===== config.mk =====
export PLATFORM = sky130hd
export DESIGN_NAME = argmax_frame_controller
export DESIGN_NICKNAME = d
export VERILOG_FILES = /design/src/rtl/argmax_frame_controller.sv
export SDC_FILE = /design/constraint.sdc
export NUM_CORES = 1
export LEC_CHECK = 0
export BUFFER_PORTS_ARGS = -buffer_cell sky130_fd_sc_hd__buf_4
export CAP_MARGIN = 25
export CORE_MARGIN = 2
export CORE_UTILIZATION = 30
export DETAILED_ROUTE_END_ITERATION = 12
export GPL_ROUTABILITY_DRIVEN = 0
export PLACE_DENSITY = 0.55
export SLEW_MARGIN = 20
export SYNTH_ARGS = -nofsm -noshare
export SYNTH_HDL_FRONTEND = slang
export SYNTH_SLANG_ARGS = --single-unit

===== constraint.sdc =====
create_clock -name clk -period 53.6 [get_ports clk]
set_clock_uncertainty 0.15 [all_clocks]
set_input_delay 2.68 -clock clk [delete_from_list [all_inputs] [get_ports clk]]
set_output_delay 2.68 -clock clk [all_outputs]
set_load 0.05 [all_outputs]

===== src/rtl/argmax_frame_controller.sv =====
// Frame-level signed argmax controller: 16 lanes per beat, running max/argmax, result handshake.
// Optional abort port enabled by defining ARGMAX_CTRL_ABORT_EN.
module argmax_frame_controller #(
  parameter int unsigned WIDTH       = 8,
  parameter int unsigned INDEX_WIDTH = 8,
  localparam int unsigned MAX_BEATS  = 2 ** INDEX_WIDTH / 16,
  localparam int unsigned NBW        = $clog2(MAX_BEATS) + 1
) (
  input  logic                           clk,
  input  logic                           rst,
  input  logic                           start,
  input  logic [NBW-1:0]                 num_beats,
  output logic                           busy,
  input  logic                           in_valid,
  output logic                           in_ready,
  input  logic [15:0][WIDTH-1:0]         in,
  output logic                           out_valid,
  input  logic                           out_ready,
  output logic signed [WIDTH-1:0]        out_max,
  output logic [INDEX_WIDTH-1:0]         out_argmax
`ifdef ARGMAX_CTRL_ABORT_EN
  ,
  input  logic                           abort
`endif
);

  typedef enum logic [1:0] {StIdle, StAccum, StDone} state_e;

  state_e                   state_q, state_d;
  logic [NBW-1:0]           cnt_q, cnt_d;
  logic [NBW-1:0]           beats_q, beats_d;
  logic signed [WIDTH-1:0]  max_q, max_d;
  logic [INDEX_WIDTH-1:0]   arg_q, arg_d;

  logic signed [WIDTH-1:0]  lane_max;
  logic [3:0]               lane_idx;
  logic [INDEX_WIDTH-1:0]   beat_idx;
  logic [NBW-1:0]           beats_eff;
  logic                     abort_act;

`ifdef ARGMAX_CTRL_ABORT_EN
  assign abort_act = abort;
`else
  assign abort_act = 1'b0;
`endif

  // Strict compare keeps the lowest lane on ties.
  always_comb begin
    lane_max = $signed(in[0]);
    lane_idx = 4'd0;
    for (int i = 1; i < 16; i++) begin
      if ($signed(in[i]) > lane_max) begin
        lane_max = $signed(in[i]);
        lane_idx = 4'(i);
      end
    end
  end

  assign beat_idx  = (INDEX_WIDTH'(cnt_q) << 4) + INDEX_WIDTH'(lane_idx);
  assign beats_eff = (num_beats == '0 || num_beats > NBW'(MAX_BEATS)) ? NBW'(MAX_BEATS)
                                                                       : num_beats;

  always_comb begin
    state_d   = state_q;
    cnt_d     = cnt_q;
    beats_d   = beats_q;
    max_d     = max_q;
    arg_d     = arg_q;
    busy      = 1'b0;
    in_ready  = 1'b0;
    out_valid = 1'b0;
    unique case (state_q)
      StIdle: begin
        if (start) begin
          beats_d = beats_eff;
          cnt_d   = '0;
          state_d = StAccum;
        end
      end
      StAccum: begin
        busy     = 1'b1;
        in_ready = ~abort_act;
        if (abort_act) begin
          state_d = StIdle;
        end else if (in_valid) begin
          // First beat loads unconditionally so nothing leaks from the previous frame.
          if (cnt_q == '0 || lane_max > max_q) begin
            max_d = lane_max;
            arg_d = beat_idx;
          end
          cnt_d = cnt_q + NBW'(1);
          if (cnt_q == beats_q - NBW'(1)) begin
            state_d = StDone;
          end
        end
      end
      StDone: begin
        busy      = 1'b1;
        out_valid = ~abort_act;
        if (abort_act || out_ready) begin
          state_d = StIdle;
        end
      end
      default: state_d = StIdle;
    endcase
  end

  always_ff @(posedge clk) begin
    if (rst) begin
      state_q <= StIdle;
      cnt_q   <= '0;
      beats_q <= NBW'(MAX_BEATS);
      max_q   <= {1'b1, {(WIDTH - 1){1'b0}}};
      arg_q   <= '0;
    end else begin
      state_q <= state_d;
      cnt_q   <= cnt_d;
      beats_q <= beats_d;
      max_q   <= max_d;
      arg_q   <= arg_d;
    end
  end

  assign out_max    = max_q;
  assign out_argmax = arg_q;

endmodule


==> results.cfg <==
[yosys]
async_reset_ff_frac = 0
synth.avg_cell_area_sq_um = 7.18
syn_area_sq_um = 8180
syn_nets = 1388
ys_types = 115
yosys_warnings = 0
synth_enable_flop_cells = 0
synth-seq-area-share = 0.0685
ys.flop_type = dfxtp_1
synth_cells = 1140
synth-seq-cells = 28

[run]
max_cap_viol_count = 0

[routing]
postRouteWirelength_mm = 25.4
routedWlPerCell_microns = 15.8
route.detailed.drc = 0
antenna_left = 0
vias = 8643
drt-pass1-iter-count = 5
drt-vias-per-instance = 5.37
drtIter0Drc = 510

[layout]
drive_above_1_share = 0.197
fillers = 2919
area_delta_synth_final_pct = 18.7
final_nets = 1517

[cts]
clock_sinks = 28
post_cts_buffers = 0
cts-resized-gates = 0
clk_path_buf_depth = 2
hold_buffers = 0
cts-root-buf = clkbuf_16
insertion_delay_ns = 0.27
numCtsBuffers = 3
cts.htree.levels = 1
cts_tree = built
clkTransAtPathRegs_ns = 0.07

[timing]
maxSlewViolCount = 0
timing.fmax_mhz = 26.2
tns_ns = 0
rsz0062_at_grt = false
tightest_slew_ns = 0.825
min_period_ns = 38.24
max-slew-margin-rel = 0.448
fin_crit_sh = 0.713
hold_viol_final = 0
setup_viol = 0

[global_routing]
grt_pass1_wl_mm = 41.7
grt_usage = 0.173
antenna_found_initial = 2
grt_overflow = 0
grt_pass1_vias = 8281
grt_max_degree = 25

[setup_path]
max_stage_delay_ns = 0.67
cp.required_ns = 53.61
crit_path_frequent_cell = ha_1
worst_path_dominant_cell_family = compound AO/OA/AOI/OAI gates
crit_slowest_cell = nor2_1
setup.worst_path.end_class = flip-flop
critPathLaunchType = input pin
path_buf_inv = 16
worstSetupPathType = in2reg
critical_path_peak_fanout = 17
arrival_ns = 38.25

[placed_design]
dp_hpwl_mm = 21.9
port_buffers = 156

[floorplan]
die_h_microns = 169
coreArea_sq_um = 26900
die_w_microns = 169
core.rowCount = 60
dieArea_sq_um = 28600
start_util = 0.305
ioPinCount = 157

[run_status]
status = finished clean

[min_path]
hp-class = reg2reg
==> final timing paths <==
check,start,end,slack [ns],cells past startpoint
setup reg to reg,out_max[1],out_max[0],50.33,13
setup / recovery,in[1],out_max[0],15.36,158
hold reg to reg,out_argmax[4],out_argmax[4],0.33,2
hold / removal,out_argmax[4],out_argmax[4],0.33,2
==> per-stage QoR <==
step	cells	cell area, sq um	worst slack (ns)	hold WS, ns	util
finish	1610	9710	15.36	0.326	0.361
global route	1610	9710	11.54	0.341	0.361
CTS	1609	9710	15.39	0.332	0.361
detailed placement	1605	9600	15.19	0.320	0.357
global placement	1604	9600	15.68	0.318	0.357
floorplan	1140	8180	20.08	0.325	-
==> per-layer routing <==
layer | wire [microns] | vias up | GRT usage
li1 | - | 4466 | -
met3 | 1200 | 27 | 0.0222
met2 | 11500 | 197 | 0.291
met4 | 398 | 2 | 0.0301
met1 | 12300 | 3951 | 0.240
met5 | 16 | - | 0
==> cells in the mapped netlist (7+ instances only) <==
| master | n | area share |
|---|---|---|
| inv_1 | 135 | 0.062 |
| ha_1 | 110 | 0.17 |
| nand2_1 | 97 | 0.044 |
| nor2_1 | 93 | 0.043 |
| a21oi_1 | 70 | 0.043 |
| o21ai_0 | 59 | 0.036 |
| nand3_1 | 37 | 0.023 |
| nor3_1 | 29 | 0.018 |
| dfxtp_1 | 28 | 0.068 |
| mux2_2 | 28 | 0.039 |
| o211ai_1 | 27 | 0.025 |
| mux2i_1 | 26 | 0.032 |
| xnor2_1 | 20 | 0.021 |
| clkbuf_1 | 18 | 0.0083 |
| nand4_1 | 18 | 0.014 |
| a21o_1 | 17 | 0.016 |
| and3_1 | 15 | 0.011 |
| o21ai_1 | 15 | 0.0092 |
| xor2_1 | 15 | 0.016 |
| nand2b_1 | 13 | 0.0099 |
| a211oi_1 | 12 | 0.011 |
| a2bb2oi_1 | 9 | 0.0096 |
| nor2b_1 | 9 | 0.0069 |
| o21a_1 | 8 | 0.0073 |
| a211o_1 | 7 | 0.0075 |
| and4_1 | 7 | 0.0075 |
| buf_4 | 7 | 0.0064 |
| nor3b_1 | 7 | 0.0064 |
| o2111ai_1 | 7 | 0.0075 |
| o31ai_1 | 7 | 0.0064 |
| or2_2 | 7 | 0.0054 |
==> sequential cells by signal (all words and copies together), names as in the netlist <==
name,count
out_argmax,8
out_max,8
beats_q,5
cnt_q,5
state_q,2
==> layout make-up <==
class	instances	area [sq um]	area share
sequential	28	561	0.0577
clock buffer	3	75.1	0.00773
tap	341	427	0.0439
timing repair buffer	159	1190	0.123
inverter	136	510	0.0526
multi-input combinational	941	6910	0.712
antenna	1	2.50	0.000258
clock inverter	1	30.0	0.00309
==> tightest hold or removal path: cells and delay by family (launching register included) <==
kind | cells | cell delay [ns]
AND/OR/NAND/NOR | 1 | 0.06
AO/OA/AOI/OAI | 1 | 0.05
flip-flops | 1 | 0.32
==> layout by cell type (no fill, tap or decap), drive strengths merged, types with 8 or more instances in the layout <==
cell,count
buf,159
o21a,9
nor2b,10
nor3,32
dfxtp,28
and3,15
a211oi,15
xor2,15
o211ai,28
o31ai,8
a21oi,74
mux2i,28
a21o,17
o21ai,77
a211o,8
or2,8
nor2,95
inv,136
a2bb2oi,9
ha,110
nand3,38
xnor2,20
nand2b,13
nand4,20
mux2,33
or3,8
nand2,98
==> logic make-up (layout without fill, tap and decap cells) <==
logic type | after synthesis | after routing | synth area share
AO/OA/AOI/OAI | 343 | 343 | 0.307
XOR/XNOR | 35 | 35 | 0.0375
adder cells (fa/ha/maj) | 116 | 116 | 0.176
buffers and inverters | 171 | 299 | 0.0867
flip-flops | 28 | 28 | 0.0685
multiplexers | 61 | 61 | 0.0821
other | 0 | 1 | 0
AND/OR/NAND/NOR | 386 | 386 | 0.243
Power is left out: the tool's default activity adds up to more than one toggle a clock period on the data nets, which glitch-free logic cannot reach.
